[src/rtl/sap_pkg.sv]
// ============================================================================
// Module  : sap_pkg
// Brief   : Shared widths and opcode encodings for the SAP-style 8-bit CPU.
// Revision: 1.0 - initial release
// ============================================================================
`default_nettype none

package sap_pkg;

   localparam int DATA_W = 8;
   localparam int ADDR_W = 4;

   localparam logic [3:0] OP_NOP = 4'h0;
   localparam logic [3:0] OP_LDA = 4'h1;
   localparam logic [3:0] OP_ADD = 4'h2;
   localparam logic [3:0] OP_SUB = 4'h3;
   localparam logic [3:0] OP_OUT = 4'h4;
   localparam logic [3:0] OP_HLT = 4'hF;

endpackage

`default_nettype wire

[src/rtl/ld_reg.sv]
// ============================================================================
// Module  : ld_reg
// Brief   : Width-parameterised register with synchronous reset and load.
// Revision: 1.0 - initial release
// ============================================================================
`default_nettype none

module ld_reg #(
   parameter int WIDTH = 8
) (
   input  logic             clk,
   input  logic             reset,
   input  logic             ld,
   input  logic [WIDTH-1:0] d,
   output logic [WIDTH-1:0] q
);

   logic [WIDTH-1:0] r_q;

   always_ff @(posedge clk) begin
      if (reset) begin
         r_q <= '0;
      end else if (ld) begin
         r_q <= d;
      end
   end

   assign q = r_q;

endmodule

`default_nettype wire

[src/rtl/sap_core_regs.sv]
// ============================================================================
// Module  : sap_core_regs
// Brief   : PC, IR and accumulator slice with split bus in/out and drive mux.
// Revision: 1.0 - initial release
// ============================================================================
`default_nettype none

module sap_core_regs
   import sap_pkg::*;
#(
   parameter int DATA_W = sap_pkg::DATA_W,
   parameter int ADDR_W = sap_pkg::ADDR_W
) (
   input  logic                     clk,
   input  logic                     reset,
   input  logic                     pc_en,
   input  logic                     pc_ld,
   input  logic                     pc_oe,
   input  logic                     ir_ld,
   input  logic                     ir_oe,
   input  logic                     a_ld,
   input  logic                     a_oe,
   input  logic [DATA_W-1:0]        bus_in,
   output logic [ADDR_W-1:0]        pc_q,
   output logic [DATA_W-ADDR_W-1:0] ir_opcode,
   output logic [ADDR_W-1:0]        ir_operand,
   output logic [DATA_W-1:0]        a_q,
   output logic [DATA_W-1:0]        bus_out,
   output logic                     bus_drive,
   output logic                     bus_conflict
);

   localparam int c_PAD_W = DATA_W - ADDR_W;

   logic [ADDR_W-1:0] r_pc;
   logic [DATA_W-1:0] w_ir;
   logic [DATA_W-1:0] w_a;
   logic [DATA_W-1:0] w_bus_out;

   // Load beats increment; the counter wraps naturally at 2**ADDR_W.
   always_ff @(posedge clk) begin
      if (reset) begin
         r_pc <= '0;
      end else if (pc_ld) begin
         r_pc <= bus_in[ADDR_W-1:0];
      end else if (pc_en) begin
         r_pc <= r_pc + 1'b1;
      end
   end

   ld_reg #(.WIDTH(DATA_W)) u_ir (
      .clk   (clk),
      .reset (reset),
      .ld    (ir_ld),
      .d     (bus_in),
      .q     (w_ir)
   );

   ld_reg #(.WIDTH(DATA_W)) u_a (
      .clk   (clk),
      .reset (reset),
      .ld    (a_ld),
      .d     (bus_in),
      .q     (w_a)
   );

   // Fixed priority PC > IR > A keeps bus_out deterministic under contention.
   always_comb begin
      w_bus_out = '0;
      if (pc_oe) begin
         w_bus_out = {{c_PAD_W{1'b0}}, r_pc};
      end else if (ir_oe) begin
         w_bus_out = {{c_PAD_W{1'b0}}, w_ir[ADDR_W-1:0]};
      end else if (a_oe) begin
         w_bus_out = w_a;
      end
   end

   assign pc_q         = r_pc;
   assign ir_opcode    = w_ir[DATA_W-1:ADDR_W];
   assign ir_operand   = w_ir[ADDR_W-1:0];
   assign a_q          = w_a;
   assign bus_out      = w_bus_out;
   assign bus_drive    = pc_oe | ir_oe | a_oe;
   assign bus_conflict = (pc_oe & ir_oe) | (pc_oe & a_oe) | (ir_oe & a_oe);

endmodule

`default_nettype wire

[config.mk]
export PLATFORM = sky130hd
export DESIGN_NAME = sap_core_regs
export DESIGN_NICKNAME = d
export VERILOG_FILES = /design/src/rtl/sap_pkg.sv /design/src/rtl/ld_reg.sv /design/src/rtl/sap_core_regs.sv
export SDC_FILE = /design/constraint.sdc
export NUM_CORES = 1
export LEC_CHECK = 0
export BUFFER_PORTS_ARGS = -buffer_cell sky130_fd_sc_hd__buf_2
export CELL_PAD_IN_SITES_DETAIL_PLACEMENT = 1
export CELL_PAD_IN_SITES_GLOBAL_PLACEMENT = 1
export CORE_MARGIN = 2
export CORE_UTILIZATION = 34
export CTS_CLUSTER_DIAMETER = 50
export DETAILED_ROUTE_END_ITERATION = 10
export GPL_ROUTABILITY_DRIVEN = 0
export GPL_TIMING_DRIVEN = 0
export PLACE_DENSITY = 0.9
export SETUP_SLACK_MARGIN = 0.2
export SLEW_MARGIN = 40
export SYNTH_ARGS = -nofsm -noshare
export SYNTH_HDL_FRONTEND = slang
export SYNTH_HIERARCHICAL = 1
export SYNTH_SLANG_ARGS = --single-unit
[constraint.sdc]
create_clock -name clk -period 3.2 [get_ports clk]
set_clock_uncertainty 0.15 [all_clocks]
set_input_delay 0.48 -clock clk [delete_from_list [all_inputs] [get_ports clk]]
set_output_delay 0.48 -clock clk [all_outputs]
set_load 0.02 [all_outputs]
* Word level (Yosys, flattened, before mapping)
Index checks and enable logic that the tools add are counted.
** Word-level totals
- Output and inout port bits :: 30
- Bits of input ports :: 17
- Register bits after elaboration :: 20
- Word-level logic and storage cells :: 17
** Cells by class
- Bitwise logic cells :: 7
- Reduce and logical (&&, ||, !) cells :: 1
- Mux-type cells :: 5
- $add $sub $neg :: 1
** Operator list (count)
- two-way mux 8 bit :: 3
- two-way mux 4 bit :: 2
- adder 4 x 1 -> 4 bit (second input constant) :: 1
- OR 1 bit :: 4
- bitwise AND 1 bit :: 3
- nonzero test 2 bit :: 1

* Depth between registers and ports, before layout
Gate-level depths: netlist of the first run.
- Word-level depth :: 3
- Depth in mapped cells :: 4
- Gate-level depth less buffers :: 4

* By module
Netlist of the first run, hierarchy kept.
** By module, submodules not included
- ld_reg :: times used 2, cells an instance 26, sequential area each 160.2 um^2, area each 285.3 um^2
- sap_core_regs :: times used 1, cells an instance 44, sequential area each 80.1 um^2, area each 345.3 um^2

* Least setup slack after synthesis of the first run
Ideal clock, no wire load.
- Path kind :: input-to-output
- Start point :: input ir_oe
- End point :: output bus_out[0]
- Stages :: 4
- Data required time :: 2570 ps
- Data arrival time :: 1165 ps
- Path buffers :: 1
- Setup slack :: 1405 ps
- Cells stage by stage :: buf_2 -> nor2b_4 -> a22oi_1 -> o21ai_1
** Between the ends
- Longest elaborated chain between the ends :: 2
** RTL lines
- from (decl) :: line sap_core_regs.sv:20 : input logic ir_oe,
- two-way mux 8 bit :: line sap_core_regs.sv:72 : end else if (ir_oe) begin
- two-way mux 8 bit :: line sap_core_regs.sv:70 : if (pc_oe) begin
- to (decl) :: line sap_core_regs.sv:28 : output logic [DATA_W-1:0] bus_out,
Every way passes these cells.

* Final worst setup path of the first run
- Start point :: input ir_oe
- End point :: output bus_out[1]
The elaborated chain is that of the path after synthesis.

==> metrics.txt, run 1 <==
# TYPE chip_impl_metric gauge
chip_impl_metric{name="synth.avg_cell_area",unit="um2"} 9.54
chip_impl_info{name="status",value="completed"} 1
chip_impl_metric{name="detailedPlacementHpwl",unit="um"} 2180
chip_impl_metric{name="placedInstanceArea",unit="mm2"} 0.00116
chip_impl_info{name="cpLargestDelayFamily",value="buffers and inverters"} 1
chip_impl_info{name="clock-root-buffer",value="sky130_fd_sc_hd__clkbuf_4"} 1
chip_impl_metric{name="groute.usage.overall",unit="%"} 19.8
chip_impl_metric{name="tightestPinTransition",unit="ns"} 0.438
chip_impl_info{name="worstSetupStartpointType",value="input pin"} 1
chip_impl_metric{name="dr.pass1.iters",unit=""} 4
chip_impl_metric{name="cts-hold-fix-buffers",unit=""} 0
chip_impl_metric{name="post_synth_instance_area",unit="um2"} 916
chip_impl_info{name="min_delay_src",value="reset"} 1
chip_impl_info{name="netlist_top_cells_area",value="sky130_fd_sc_hd__dfxtp_1, sky130_fd_sc_hd__mux2i_1, sky130_fd_sc_hd__nor2_1, sky130_fd_sc_hd__buf_6, sky130_fd_sc_hd__a22oi_1"} 1
chip_impl_metric{name="finalNetCount",unit=""} 161
chip_impl_metric{name="power.density",unit="mW/mm2"} 505
chip_impl_metric{name="yosysUniqueCellTypes",unit=""} 21
chip_impl_metric{name="synth_sequential_area_ratio",unit="%"} 43.7
chip_impl_metric{name="worst_ep_required_time",unit="ns"} 2.57
chip_impl_metric{name="numCtsBuffers",unit=""} 3
chip_impl_info{name="critical_path.cell_chain",value="buf_2 > nor2b_4 > a22oi_1 > o21ai_1 > buf_2"} 1
chip_impl_metric{name="routed_wl",unit="um"} 2900
chip_impl_metric{name="cellLeakagePower",unit="nW"} 0.653
chip_impl_metric{name="routed-via-count",unit=""} 886
chip_impl_metric{name="relSlewSlack",unit="%"} 70.8
chip_impl_metric{name="dieArea",unit="mm2"} 0.00312
chip_impl_metric{name="ioPinCount",unit=""} 47
chip_impl_metric{name="cp_max_fo",unit=""} 8
chip_impl_metric{name="grt_start_max_net_pins",unit=""} 13
chip_impl_metric{name="seqCellArea",unit="um2"} 400
chip_impl_metric{name="resized_cells_post_cts",unit=""} 0
chip_impl_info{name="timing_worst_setup_path_type",value="in -> out"} 1
chip_impl_metric{name="diodes",unit=""} 0
chip_impl_metric{name="multi_input_area",unit="um2"} 457
chip_impl_metric{name="clk_path_buf_depth",unit=""} 2
chip_impl_metric{name="floorplan.initialDensity",unit="%"} 36.3
chip_impl_info{name="rsz_0062_raised_after_global_routing",value="no"} 1
chip_impl_info{name="hold_class",value="in -> reg"} 1
chip_impl_info{name="worst_setup_sp",value="ir_oe"} 1
chip_impl_metric{name="routed_via_density",unit=""} 5.15
chip_impl_metric{name="die_width",unit="um"} 55.9
chip_impl_metric{name="grt_antenna_before_repair",unit=""} 0
chip_impl_metric{name="detail_route.drc_violations",unit=""} 0
chip_impl_metric{name="setup_violating_endpoint_count_in_the_final_report",unit=""} 0
chip_impl_metric{name="layout_min_cycle_time",unit="ns"} 1.92
chip_impl_metric{name="first_global_vias",unit=""} 955
chip_impl_metric{name="synthDominantCellAreaShare",unit="%"} 43.7
chip_impl_info{name="post-synth-top-area-cell",value="sky130_fd_sc_hd__dfxtp_1"} 1
chip_impl_metric{name="detail_route.iter0.violations",unit=""} 15
chip_impl_metric{name="clock_insertion_delay_worst_skew",unit="ns"} 0.31
chip_impl_info{name="critical-path-top-cell-by-count",value="sky130_fd_sc_hd__buf_2"} 1
chip_impl_metric{name="synth.ff_latch_count",unit=""} 20
chip_impl_metric{name="yosysWarningCount",unit=""} 6
chip_impl_metric{name="fp-row-count",unit=""} 18
chip_impl_metric{name="clock-sinks",unit=""} 20
chip_impl_metric{name="grt_first_pass_wirelength",unit="um"} 4750
chip_impl_metric{name="fin_area",unit="mm2"} 0.00122
chip_impl_metric{name="max_freq",unit="GHz"} 0.521
chip_impl_metric{name="worstPathBufferInverterCount",unit=""} 2
chip_impl_metric{name="max-cap-violations",unit=""} 0
chip_impl_info{name="worst_r2r_startpoint",value="pc_q[0]"} 1
chip_impl_metric{name="synth_nets",unit=""} 114
chip_impl_metric{name="critical-path-max-stage-delay",unit="ns"} 0.20
chip_impl_metric{name="min_period_over_period",unit="%"} 60.0
chip_impl_metric{name="final.fill_count",unit=""} 327
chip_impl_metric{name="drive_gt1_share",unit="%"} 36.6
chip_impl_metric{name="peakVddDrop",unit="mV"} 0.445
chip_impl_metric{name="timing.final.max_slew_violations",unit=""} 0
chip_impl_metric{name="wl_per_cell",unit="um"} 16.8
chip_impl_metric{name="postCtsSetupBuffers",unit=""} 0
chip_impl_metric{name="port_buffers",unit=""} 42
chip_impl_metric{name="chipHeight",unit="um"} 55.9
chip_impl_metric{name="final_hold_viol_count",unit=""} 0
chip_impl_info{name="tritoncts",value="done"} 1
chip_impl_metric{name="fin_tns_setup",unit="ns"} 0
chip_impl_metric{name="placeableCoreArea",unit="mm2"} 0.00252
chip_impl_info{name="timing.critical_path.to_type",value="output pin"} 1
chip_impl_metric{name="cts.reportedPaths.clkPinSlew",unit="ns"} 0.12
chip_impl_metric{name="cts_htree_levels",unit=""} 1
chip_impl_info{name="critical-path-slowest-cell",value="sky130_fd_sc_hd__buf_2"} 1
chip_impl_metric{name="area_growth_syn_to_fin",unit="%"} 32.8
chip_impl_metric{name="detail-route-antenna-nets",unit=""} 0
chip_impl_metric{name="globalRouteOverflowTotal",unit=""} 0
chip_impl_metric{name="netlist_instances",unit=""} 96
chip_impl_metric{name="timing.critical_path.arrival",unit="ns"} 1.29
-- cell usage after synthesis, drive strengths merged --
cell type  number
dfxtp          20
nor2           19
mux2i          18
buf             7
nand2           5
a22oi           4
and3            4
o21ai           4
a21oi           2
inv             2
o21a            2
xnor2           2
ha              1
maj3            1
mux2            1
nand4           1
nor2b           1
or3             1
xor2            1
-- cells by family (layout without fill, tap and decap cells) --
| kind of cell | count (synthesis) | in the layout | share of synthesized area [%] |
|---|---|---|---|
| fa+ha+maj | 2 | 2 | 2.46 |
| buf+inv | 9 | 55 | 6.42 |
| flops | 20 | 20 | 43.7 |
| simple gates | 31 | 31 | 15.4 |
| compound gates | 12 | 12 | 8.20 |
| mux | 19 | 19 | 20.9 |
| xor+xnor | 3 | 3 | 2.87 |
-- layout by cell type (no fill, tap or decap), types with 2 or more instances in the layout --
cell type                  synthesis  routed
sky130_fd_sc_hd__a21oi_1           2       2
sky130_fd_sc_hd__a22oi_1           4       4
sky130_fd_sc_hd__and3_1            4       4
sky130_fd_sc_hd__buf_1             2       2
sky130_fd_sc_hd__buf_2             2      44
sky130_fd_sc_hd__buf_6             3       3
sky130_fd_sc_hd__clkbuf_4          0       3
sky130_fd_sc_hd__dfxtp_1          20      20
sky130_fd_sc_hd__inv_1             2       2
sky130_fd_sc_hd__mux2i_1          18      18
sky130_fd_sc_hd__nand2_1           5       5
sky130_fd_sc_hd__nor2_1           19      19
sky130_fd_sc_hd__o21a_1            2       2
sky130_fd_sc_hd__o21ai_1           4       4
sky130_fd_sc_hd__xnor2_1           2       2
-- per-stage QoR --
stage	hold slack [ns]	util [%]	setup slack, ns	power (mW)	instances
floorplan	0.402	-	1.40	0.359	96
global placement	0.322	46.1	1.33	0.401	168
detailed placement	0.340	46.1	1.27	0.408	168
CTS	0.237	48.2	1.27	0.621	172
global route	0.256	48.2	1.22	0.640	172
finish	0.247	48.2	1.28	0.614	172
-- per-layer routing --
layer	up-vias	track usage, %	share of wire (%)
li1	418	-	-
met1	439	21.4	39
met2	25	37.8	55
met3	4	3.02	4.4
met4	0	8.50	1.7
met5	-	0	0
-- registers in the layout (all words and copies together) (netlist names) --
signal	cells
u_a/q	8
u_ir/q	8
pc_q	4
-- worst reg2reg max path, cell delays in order, from the launching register on --
cell and delay [ns]:
sky130_fd_sc_hd__dfxtp_1 0.43, sky130_fd_sc_hd__ha_1 0.26, sky130_fd_sc_hd__mux2_1 0.30, sky130_fd_sc_hd__mux2i_1 0.13, sky130_fd_sc_hd__nor2_1 0.06
-- power by group --
group          total [mW]  switching [mW]  internal [mW]  leakage (nW)
sequential          0.279          0.0141          0.265         0.165
combinational       0.125          0.0754         0.0491         0.460
clock               0.211          0.0839          0.127        0.0279
-- final timing paths --
check | endpoint | slack [ns] | depth (start not counted)
min reg2reg | u_ir/q[4] | 0.36 | 2
max | bus_out[1] | 1.28 | 5
min | pc_q[0] | 0.25 | 2
max reg2reg | pc_q[1] | 1.77 | 4
-- area by class of cell --
class,instances,share of cell area [%]
multi-input combinational,67,37.6
sequential,20,32.9
timing repair buffer,42,17.3
buffer,7,4.22
tap,30,3.09
clock inverter,1,2.47
clock buffer,3,1.85
inverter,2,0.617
(Power assumes the default switching activity.)
==> inputs of run 2 (changes only) <==
--- a/config.mk
+++ b/config.mk
@@ -5,16 +5,17 @@
 export SDC_FILE = /design/constraint.sdc
 export NUM_CORES = 1
 export LEC_CHECK = 0
+export ABC_AREA = 1
 export BUFFER_PORTS_ARGS = -buffer_cell sky130_fd_sc_hd__buf_2
 export CELL_PAD_IN_SITES_DETAIL_PLACEMENT = 1
 export CELL_PAD_IN_SITES_GLOBAL_PLACEMENT = 1
 export CORE_MARGIN = 2
-export CORE_UTILIZATION = 34
+export CORE_UTILIZATION = 27
 export CTS_CLUSTER_DIAMETER = 50
 export DETAILED_ROUTE_END_ITERATION = 10
 export GPL_ROUTABILITY_DRIVEN = 0
 export GPL_TIMING_DRIVEN = 0
-export PLACE_DENSITY = 0.9
+export PLACE_DENSITY = 0.8
 export SETUP_SLACK_MARGIN = 0.2
 export SLEW_MARGIN = 40
 export SYNTH_ARGS = -nofsm -noshare
==> constraint.sdc (replaced) <==
create_clock -name clk -period 1.6 [get_ports clk]
set_clock_uncertainty 0.15 [all_clocks]
set_input_delay 0.24 -clock clk [delete_from_list [all_inputs] [get_ports clk]]
set_output_delay 0.24 -clock clk [all_outputs]
set_load 0.02 [all_outputs]
==> run 2 against run 1 <==
Final area up 25%. Sequential power is 100% higher. Worst hold slack worse by 0.21 ns. Non-clock buffer count is 7 higher. Power rose by 130%. Largest power group unchanged. Highest routed layer unchanged.
==> metrics.txt, run 2 <==
# TYPE chip_impl_metric gauge
chip_impl_metric{name="placeableCoreArea",unit="mm2"} 0.00372
chip_impl_metric{name="seqCellArea",unit="um2"} 420
chip_impl_metric{name="die_width",unit="um"} 66.6
chip_impl_metric{name="postSynth.asyncResetShare",unit="%"} 0
chip_impl_metric{name="power.switching",unit="mW"} 0.398
chip_impl_metric{name="yosysWarningCount",unit=""} 6
chip_impl_info{name="hold_end",value="pc_q[3]"} 1
chip_impl_metric{name="dieArea",unit="mm2"} 0.00444
chip_impl_metric{name="drive_gt1_share",unit="%"} 40.9
chip_impl_info{name="tritoncts",value="done"} 1
chip_impl_metric{name="finalNetCount",unit=""} 239
chip_impl_info{name="synthMostInstantiatedCell",value="sky130_fd_sc_hd__nand2_1"} 1
chip_impl_metric{name="detail-route-antenna-nets",unit=""} 0
chip_impl_metric{name="grt_start_max_net_pins",unit=""} 13
chip_impl_info{name="timing.critical_path.to_type",value="output pin"} 1
chip_impl_metric{name="timing.final.max_slew_violations",unit=""} 0
chip_impl_info{name="rsz_0062_raised_after_global_routing",value="yes"} 1
chip_impl_metric{name="detail_route.drc_violations",unit=""} 0
chip_impl_metric{name="cts.reportedPaths.clkPinSlew",unit="ns"} 0.08
chip_impl_metric{name="synth_sequential_area_ratio",unit="%"} 37.8
chip_impl_metric{name="area_growth_syn_to_fin",unit="%"} 43.4
chip_impl_metric{name="grt_first_pass_wirelength",unit="um"} 5040
chip_impl_metric{name="intPower",unit="mW"} 0.995
chip_impl_metric{name="max-cap-violations",unit=""} 0
chip_impl_info{name="netlist_top_cells_area",value="sky130_fd_sc_hd__dfxtp_1, sky130_fd_sc_hd__nand2_1, sky130_fd_sc_hd__nor2_1, sky130_fd_sc_hd__inv_1, sky130_fd_sc_hd__buf_6"} 1
chip_impl_metric{name="cellLeakagePower",unit="nW"} 0.862
chip_impl_info{name="synth_top_cells_by_count",value="sky130_fd_sc_hd__nand2_1, sky130_fd_sc_hd__nor2_1, sky130_fd_sc_hd__inv_1, sky130_fd_sc_hd__dfxtp_1, sky130_fd_sc_hd__a21oi_1"} 1
chip_impl_metric{name="clk_path_buf_depth",unit=""} 2
chip_impl_info{name="status",value="completed"} 1
chip_impl_metric{name="numCtsBuffers",unit=""} 3
chip_impl_metric{name="synth.avg_cell_area",unit="um2"} 6.45
chip_impl_metric{name="detailedPlacementHpwl",unit="um"} 2370
chip_impl_metric{name="ioPinCount",unit=""} 47
chip_impl_metric{name="post_synth_edffs",unit=""} 0
chip_impl_metric{name="synthDominantCellAreaShare",unit="%"} 37.8
chip_impl_metric{name="yosysUniqueCellTypes",unit=""} 21
chip_impl_info{name="timing_worst_setup_path_type",value="reg -> out"} 1
chip_impl_metric{name="relSlewSlack",unit="%"} 84.7
chip_impl_metric{name="detail_route.iter0.violations",unit=""} 46
chip_impl_metric{name="routed_via_density",unit=""} 4.29
chip_impl_metric{name="cts_htree_levels",unit=""} 1
chip_impl_metric{name="seqPwrFrac",unit="%"} 40.4
chip_impl_info{name="timing.rr.end",value="pc_q[1]"} 1
chip_impl_metric{name="final.fill_count",unit=""} 510
chip_impl_metric{name="multi_input_area",unit="um2"} 518
chip_impl_metric{name="globalRouteOverflowTotal",unit=""} 0
chip_impl_metric{name="fp-row-count",unit=""} 22
chip_impl_metric{name="dr.pass1.iters",unit=""} 4
chip_impl_metric{name="grt_antenna_before_repair",unit=""} 0
chip_impl_metric{name="power.share.switching",unit="%"} 28.6
chip_impl_metric{name="post_synth_instance_area",unit="mm2"} 0.00106
chip_impl_metric{name="reg2reg_depth",unit=""} 5
chip_impl_info{name="clock-root-buffer",value="sky130_fd_sc_hd__clkbuf_8"} 1
chip_impl_info{name="worstSetupStartpointType",value="flop"} 1
chip_impl_metric{name="p_clk_share",unit="%"} 36.5
chip_impl_metric{name="rrSetupSlack",unit="ns"} 0.47
chip_impl_info{name="final_cell_mix",value="sky130_fd_sc_hd__buf_2, sky130_fd_sc_hd__nand2_1, sky130_fd_sc_hd__nor2_1"} 1
chip_impl_metric{name="cts-hold-fix-buffers",unit=""} 0
chip_impl_metric{name="routed_wl",unit="um"} 3260
chip_impl_metric{name="final_hold_viol_count",unit=""} 0
chip_impl_metric{name="layout_min_cycle_time",unit="ns"} 1.38
chip_impl_metric{name="synth_nets",unit=""} 182
chip_impl_metric{name="cp_max_fo",unit=""} 3
chip_impl_metric{name="synth.ff_latch_count",unit=""} 20
chip_impl_metric{name="groute.usage.overall",unit="%"} 15.3
chip_impl_metric{name="worst_ep_required_time",unit="ns"} 1.21
chip_impl_metric{name="combinationalPowerShare",unit="%"} 23.1
chip_impl_metric{name="power.density",unit="mW/mm2"} 918
chip_impl_metric{name="first_global_vias",unit=""} 1099
chip_impl_metric{name="chipHeight",unit="um"} 66.6
chip_impl_metric{name="max_freq",unit="GHz"} 0.723
chip_impl_info{name="min_delay_src",value="reset"} 1
chip_impl_info{name="worst_r2r_startpoint",value="pc_q[1]"} 1
chip_impl_metric{name="detailedPlace.worstSlack",unit="ns"} 0.240
chip_impl_metric{name="floorplan.initialDensity",unit="%"} 28.5
chip_impl_metric{name="netlist_instances",unit=""} 164
chip_impl_metric{name="peakVddDrop",unit="mV"} 0.282
chip_impl_metric{name="fin_tns_setup",unit="ns"} 0
chip_impl_info{name="synth-main-ff-cell",value="sky130_fd_sc_hd__dfxtp_1"} 1
chip_impl_metric{name="diodes",unit=""} 0
chip_impl_metric{name="min_period_over_period",unit="%"} 86.4
chip_impl_metric{name="clock-sinks",unit=""} 20
chip_impl_metric{name="clock_insertion_delay_worst_skew",unit="ns"} 0.26
chip_impl_info{name="layout.cells.most_common",value="sky130_fd_sc_hd__buf_2"} 1
chip_impl_metric{name="routed-via-count",unit=""} 1151
chip_impl_metric{name="wl_per_cell",unit="um"} 12.2
chip_impl_info{name="hold_class",value="in -> reg"} 1
chip_impl_metric{name="port_buffers",unit=""} 44
chip_impl_metric{name="tightestPinTransition",unit="ns"} 0.230
chip_impl_metric{name="timing.critical_path.arrival",unit="ns"} 0.99
chip_impl_metric{name="setup_violating_endpoint_count_in_the_final_report",unit=""} 0
chip_impl_metric{name="worstHoldPathCells",unit=""} 2
chip_impl_metric{name="fin_ws",unit="ns"} 0.218
chip_impl_info{name="post-synth-top-area-cell",value="sky130_fd_sc_hd__dfxtp_1"} 1
==> run 2: cell types whose count changed in the layout (fill, tap and decap cells not counted), sizes merged, moves of 2 or more <==
cell,delta
a21oi,+7
a22oi,-3
and3,-4
buf,+7
inv,+28
mux2i,-18
nand2,+38
nand3,+8
nor2,+21
o21a,-2
xnor2,-2
==> run 2: worst max-delay path by stage <==
stage / start / end / slack (ns) / depth (start not counted)
after CTS: u_ir/q[3] / bus_out[3] / 0.19 / 3
after floorplan: pc_q[3] / bus_out[3] / 0.26 / 2
after detailed placement: pc_oe / bus_out[5] / 0.24 / 5
after global placement: ir_oe / bus_out[3] / 0.27 / 5
final: u_a/q[1] / bus_out[1] / 0.22 / 3
after global routing: u_a/q[3] / bus_out[3] / 0.16 / 3
==> run 2: cell type report <==
type,count,area share [%]
inverters,30,7.42
plain buffers,4,2.97
clock inverters,1,1.98
multi-input cells,110,34.1
repair buffers,52,19.1
clock buffers,3,2.72
well taps,48,3.96
flip-flops and latches,20,27.7
==> run 2: cell families (layout without fill, tap and decap cells) <==
family	count (synthesis)	after routing	share of synthesized area [%]
flip-flops	20	20	37.8
XOR/XNOR	1	1	0.828
AO/OA/AOI/OAI	15	15	8.16
buffers and inverters	34	90	14.9
AND/OR/NAND/NOR	93	93	37.1
adder cells (fa/ha/maj)	1	1	1.18
==> run 2: power groups by stage <==
| stage | sequential [mW] | clock (mW) | combinational (mW) |
|---|---|---|---|
| floorplan | 0.612 | 0 | 0.139 |
| global placement | 0.577 | 0 | 0.277 |
| detailed placement | 0.577 | 0 | 0.283 |
| CTS | 0.568 | 0.527 | 0.305 |
| global route | 0.568 | 0.554 | 0.355 |
| finish | 0.564 | 0.509 | 0.321 |
==> run 2: metal layers <==
layer	up-vias	routed length [um]	GRT usage (%)
met2	26	1580	25.5
met5	-	0	0
met1	521	1520	19.2
li1	600	-	-
met3	4	114	2.70
met4	0	53	6.89
==> run 2: worst max-delay path, cell delays in order, from the launching register on <==
cell                      delay, ns
sky130_fd_sc_hd__dfxtp_2       0.34
sky130_fd_sc_hd__nand3_1       0.09
sky130_fd_sc_hd__a21oi_1       0.14
sky130_fd_sc_hd__buf_4         0.16
==> run 2: through the flow <==
| stage | hold WS [ns] | cell area [um2] | instances | utilization [%] | total power, mW |
|---|---|---|---|---|---|
| 2_1_floorplan | 0.152 | 1060 | 164 | - | 0.751 |
| 3_3_place_gp | 0.309 | 1340 | 256 | 36.0 | 0.854 |
| 4_1_cts | 0.0305 | 1480 | 264 | 39.7 | 1.40 |
| 3_5_place_dp | 0.316 | 1340 | 256 | 36.0 | 0.860 |
| 5_1_grt | 0.0364 | 1520 | 268 | 40.8 | 1.48 |
| 6_report | 0.0339 | 1520 | 268 | 40.8 | 1.39 |
==> run 2: repair_timing <==
action,CTS,global route
gates cloned,0,0
resized for setup,19,4
buffers inserted,4,4
endpoints found under the setup margin,4,8
pin swaps,4,2
==> inputs of run 3 (changes only) <==
--- a/config.mk
+++ b/config.mk
@@ -14,7 +14,6 @@
 export CTS_CLUSTER_DIAMETER = 50
 export DETAILED_ROUTE_END_ITERATION = 10
 export GPL_ROUTABILITY_DRIVEN = 0
-export GPL_TIMING_DRIVEN = 0
 export PLACE_DENSITY = 0.8
 export SETUP_SLACK_MARGIN = 0.2
 export SLEW_MARGIN = 40
==> run 3 against run 2 <==
Sequential share of layout area is 0.70 points higher. Worst hold slack improved by 0.0088 ns. Largest power group unchanged. Sequential power up 1%. Core utilization shrank 1.0 points. Via count fell by 3.9%. First-iteration DRC count fell by 17%. Critical endpoint is now bus_out[2]. Wire length decreased by 6.4%. Combinational power decreased by 6%. Largest cell class unchanged. Setup slack got worse by 0.0033 ns. Register-to-register slack about the same.
==> metrics.txt, run 3 (synthesis results as in run 2) <==
# TYPE chip_impl_metric gauge
chip_impl_info{name="status",value="completed"} 1
chip_impl_metric{name="floorplan.initialDensity",unit="%"} 28.5
chip_impl_info{name="timing.critical_path.to_type",value="output pin"} 1
chip_impl_info{name="critical-path-slowest-cell",value="sky130_fd_sc_hd__dfxtp_2"} 1
chip_impl_metric{name="hold_slack",unit="ns"} 0.0427
chip_impl_info{name="tritoncts",value="done"} 1
chip_impl_metric{name="cts-hold-fix-buffers",unit=""} 0
chip_impl_info{name="critical-path-top-cell-by-count",value="sky130_fd_sc_hd__a21oi_2"} 1
chip_impl_metric{name="intPower",unit="mW"} 0.983
chip_impl_info{name="rsz_0062_raised_after_global_routing",value="yes"} 1
chip_impl_metric{name="reg2reg_depth",unit=""} 5
chip_impl_metric{name="grt_first_pass_wirelength",unit="um"} 4660
chip_impl_metric{name="fp-row-count",unit=""} 22
chip_impl_metric{name="worstPathBufferInverterCount",unit=""} 1
chip_impl_metric{name="peakVddDrop",unit="mV"} 0.479
chip_impl_metric{name="ioPinCount",unit=""} 47
chip_impl_metric{name="totalPowerFinal",unit="mW"} 1.37
chip_impl_metric{name="p_clk_share",unit="%"} 36.4
chip_impl_metric{name="timing.final.max_slew_violations",unit=""} 0
chip_impl_metric{name="clock_insertion_delay_worst_skew",unit="ns"} 0.25
chip_impl_metric{name="power.share.switching",unit="%"} 28.3
chip_impl_metric{name="dr.pass1.iters",unit=""} 4
chip_impl_metric{name="final_hold_viol_count",unit=""} 0
chip_impl_metric{name="cellLeakagePower",unit="nW"} 0.830
chip_impl_metric{name="detailedPlace.worstSlack",unit="ns"} 0.263
chip_impl_info{name="cpLargestDelayFamily",value="flip-flops"} 1
chip_impl_metric{name="clock-sinks",unit=""} 20
chip_impl_metric{name="routed_via_density",unit=""} 4.22
chip_impl_metric{name="worst_ep_required_time",unit="ns"} 1.21
chip_impl_metric{name="die_width",unit="um"} 66.6
chip_impl_metric{name="max_freq",unit="GHz"} 0.722
chip_impl_metric{name="detail-route-antenna-nets",unit=""} 0
chip_impl_info{name="worst_r2r_startpoint",value="pc_q[0]"} 1
chip_impl_metric{name="cts_htree_levels",unit=""} 1
chip_impl_info{name="grt.busiest_layer",value="met2"} 1
chip_impl_metric{name="rrSetupSlack",unit="ns"} 0.47
chip_impl_metric{name="layout_min_cycle_time",unit="ns"} 1.39
chip_impl_metric{name="dieArea",unit="mm2"} 0.00444
chip_impl_metric{name="first_global_vias",unit=""} 1028
chip_impl_metric{name="finalNetCount",unit=""} 233
chip_impl_metric{name="cts.reportedPaths.clkPinSlew",unit="ns"} 0.07
chip_impl_info{name="final_cell_mix",value="sky130_fd_sc_hd__buf_2, sky130_fd_sc_hd__nand2_1, sky130_fd_sc_hd__nor2_1"} 1
chip_impl_metric{name="dpl.cell_count",unit=""} 254
chip_impl_metric{name="combinationalPowerShare",unit="%"} 22.1
chip_impl_metric{name="finalNonFillerCells",unit=""} 262
chip_impl_metric{name="groute.usage.overall",unit="%"} 13.8
chip_impl_metric{name="diodes",unit=""} 0
chip_impl_metric{name="critical-path-max-stage-delay",unit="ns"} 0.38
chip_impl_metric{name="met3_usage",unit="%"} 2.53
chip_impl_metric{name="detail_route.iter0.violations",unit=""} 38
chip_impl_metric{name="placeableCoreArea",unit="mm2"} 0.00372
chip_impl_metric{name="port_buffers",unit=""} 46
chip_impl_metric{name="fin_tns_setup",unit="ns"} 0
chip_impl_metric{name="critical_path_cell_count",unit=""} 3
chip_impl_info{name="hold_class",value="in -> reg"} 1
chip_impl_info{name="timing_worst_setup_path_type",value="reg -> out"} 1
chip_impl_metric{name="globalRouteOverflowTotal",unit=""} 0
chip_impl_metric{name="timing.critical_path.arrival",unit="ns"} 1.00
chip_impl_metric{name="routed_wl",unit="um"} 3050
chip_impl_info{name="worst_setup_sp",value="u_ir/q[2]"} 1
chip_impl_metric{name="power.switching",unit="mW"} 0.388
chip_impl_metric{name="grt_antenna_before_repair",unit=""} 0
chip_impl_metric{name="grtUsageMet2",unit="%"} 23.9
chip_impl_metric{name="area_growth_syn_to_fin",unit="%"} 39.8
chip_impl_metric{name="final.fill_count",unit=""} 494
chip_impl_metric{name="tightestPinTransition",unit="ns"} 0.276
chip_impl_info{name="worstSetupStartpointType",value="flop"} 1
chip_impl_info{name="crit_path_end",value="bus_out[2]"} 1
chip_impl_info{name="clock-root-buffer",value="sky130_fd_sc_hd__clkbuf_8"} 1
chip_impl_metric{name="min_period_over_period",unit="%"} 86.6
chip_impl_metric{name="wl_per_cell",unit="um"} 11.6
chip_impl_metric{name="routed-via-count",unit=""} 1106
chip_impl_info{name="layout.cells.most_common",value="sky130_fd_sc_hd__buf_2"} 1
chip_impl_metric{name="setup_violating_endpoint_count_in_the_final_report",unit=""} 0
chip_impl_info{name="critical_path.cell_chain",value="a21oi_2 > a21oi_2 > buf_4"} 1
chip_impl_metric{name="cp_max_fo",unit=""} 3
chip_impl_metric{name="detail_route.drc_violations",unit=""} 0
chip_impl_metric{name="detailedPlacementHpwl",unit="um"} 2260
chip_impl_metric{name="seqPwrFrac",unit="%"} 41.6
chip_impl_metric{name="relSlewSlack",unit="%"} 81.6
chip_impl_info{name="timing.rr.end",value="pc_q[1]"} 1
chip_impl_metric{name="drive_gt1_share",unit="%"} 41.1
chip_impl_metric{name="power.density",unit="mW/mm2"} 926
chip_impl_metric{name="grt_start_max_net_pins",unit=""} 17
chip_impl_metric{name="fin_ws",unit="ns"} 0.214
chip_impl_metric{name="clk_path_buf_depth",unit=""} 2
chip_impl_metric{name="max-cap-violations",unit=""} 0
chip_impl_metric{name="numCtsBuffers",unit=""} 3
chip_impl_metric{name="gr-usage-met1",unit="%"} 17.3
chip_impl_metric{name="chipHeight",unit="um"} 66.6
==> run 3: changes by cell type in the layout (fill, tap and decap cells not counted), sizes merged <==
cell	previous run	this run
buf	56	50
==> run 3: cell type report <==
type	instances	area (um2)	share of cell area [%]
multi-input cells	110	538	36.3
flip-flops and latches	20	420	28.4
repair buffers	50	278	18.8
inverters	30	113	7.61
well taps	48	60.1	4.06
clock buffers	3	41.3	2.79
clock inverters	1	30.0	2.03
==> run 3: worst min-delay path by stage <==
stage | startpoint | to | cells past startpoint
detailed placement | reset | pc_q[3] | 2
CTS | reset | pc_q[3] | 2
global placement | u_ir/q[7] | u_ir/q[7] | 2
finish | reset | pc_q[3] | 2
floorplan | reset | pc_q[3] | 1
global route | reset | pc_q[3] | 2
==> run 3: repair_timing <==
item / in CTS / in global routing
pin swaps: 1 / 3
resized for setup: 15 / 14
endpoints found under the setup margin: 4 / 4
setup buffers: 2 / 2
==> run 3: stage by stage <==
step	cell area [um2]	util, %
after global placement	1300	35.1
after CTS	1410	38.0
after detailed placement	1300	35.1
after global routing	1480	39.8
after floorplan	1060	-
final	1480	39.8
==> run 3: worst reg2reg max path, stage by stage (launching register included) <==
cell and delay [ns]:
sky130_fd_sc_hd__dfxtp_4 0.37, sky130_fd_sc_hd__ha_1 0.30, sky130_fd_sc_hd__nand2_2 0.08, sky130_fd_sc_hd__nand3_2 0.05
sky130_fd_sc_hd__nand2_1 0.05, sky130_fd_sc_hd__inv_1 0.03
==> run 3: routing by layer <==
layer / wire length, um / vias to the layer above
li1: - / 590
met2: 1440 / 24
met1: 1480 / 490
met4: 34 / 0
met5: 0 / -
met3: 101 / 2
==> run 3: power by group through the flow <==
stage	registers (mW)	logic, mW	clock network, mW
4_1_cts	0.570	0.286	0.514
3_3_place_gp	0.578	0.268	0
3_5_place_dp	0.577	0.272	0
2_1_floorplan	0.612	0.139	0
6_report	0.570	0.302	0.498
5_1_grt	0.574	0.336	0.546
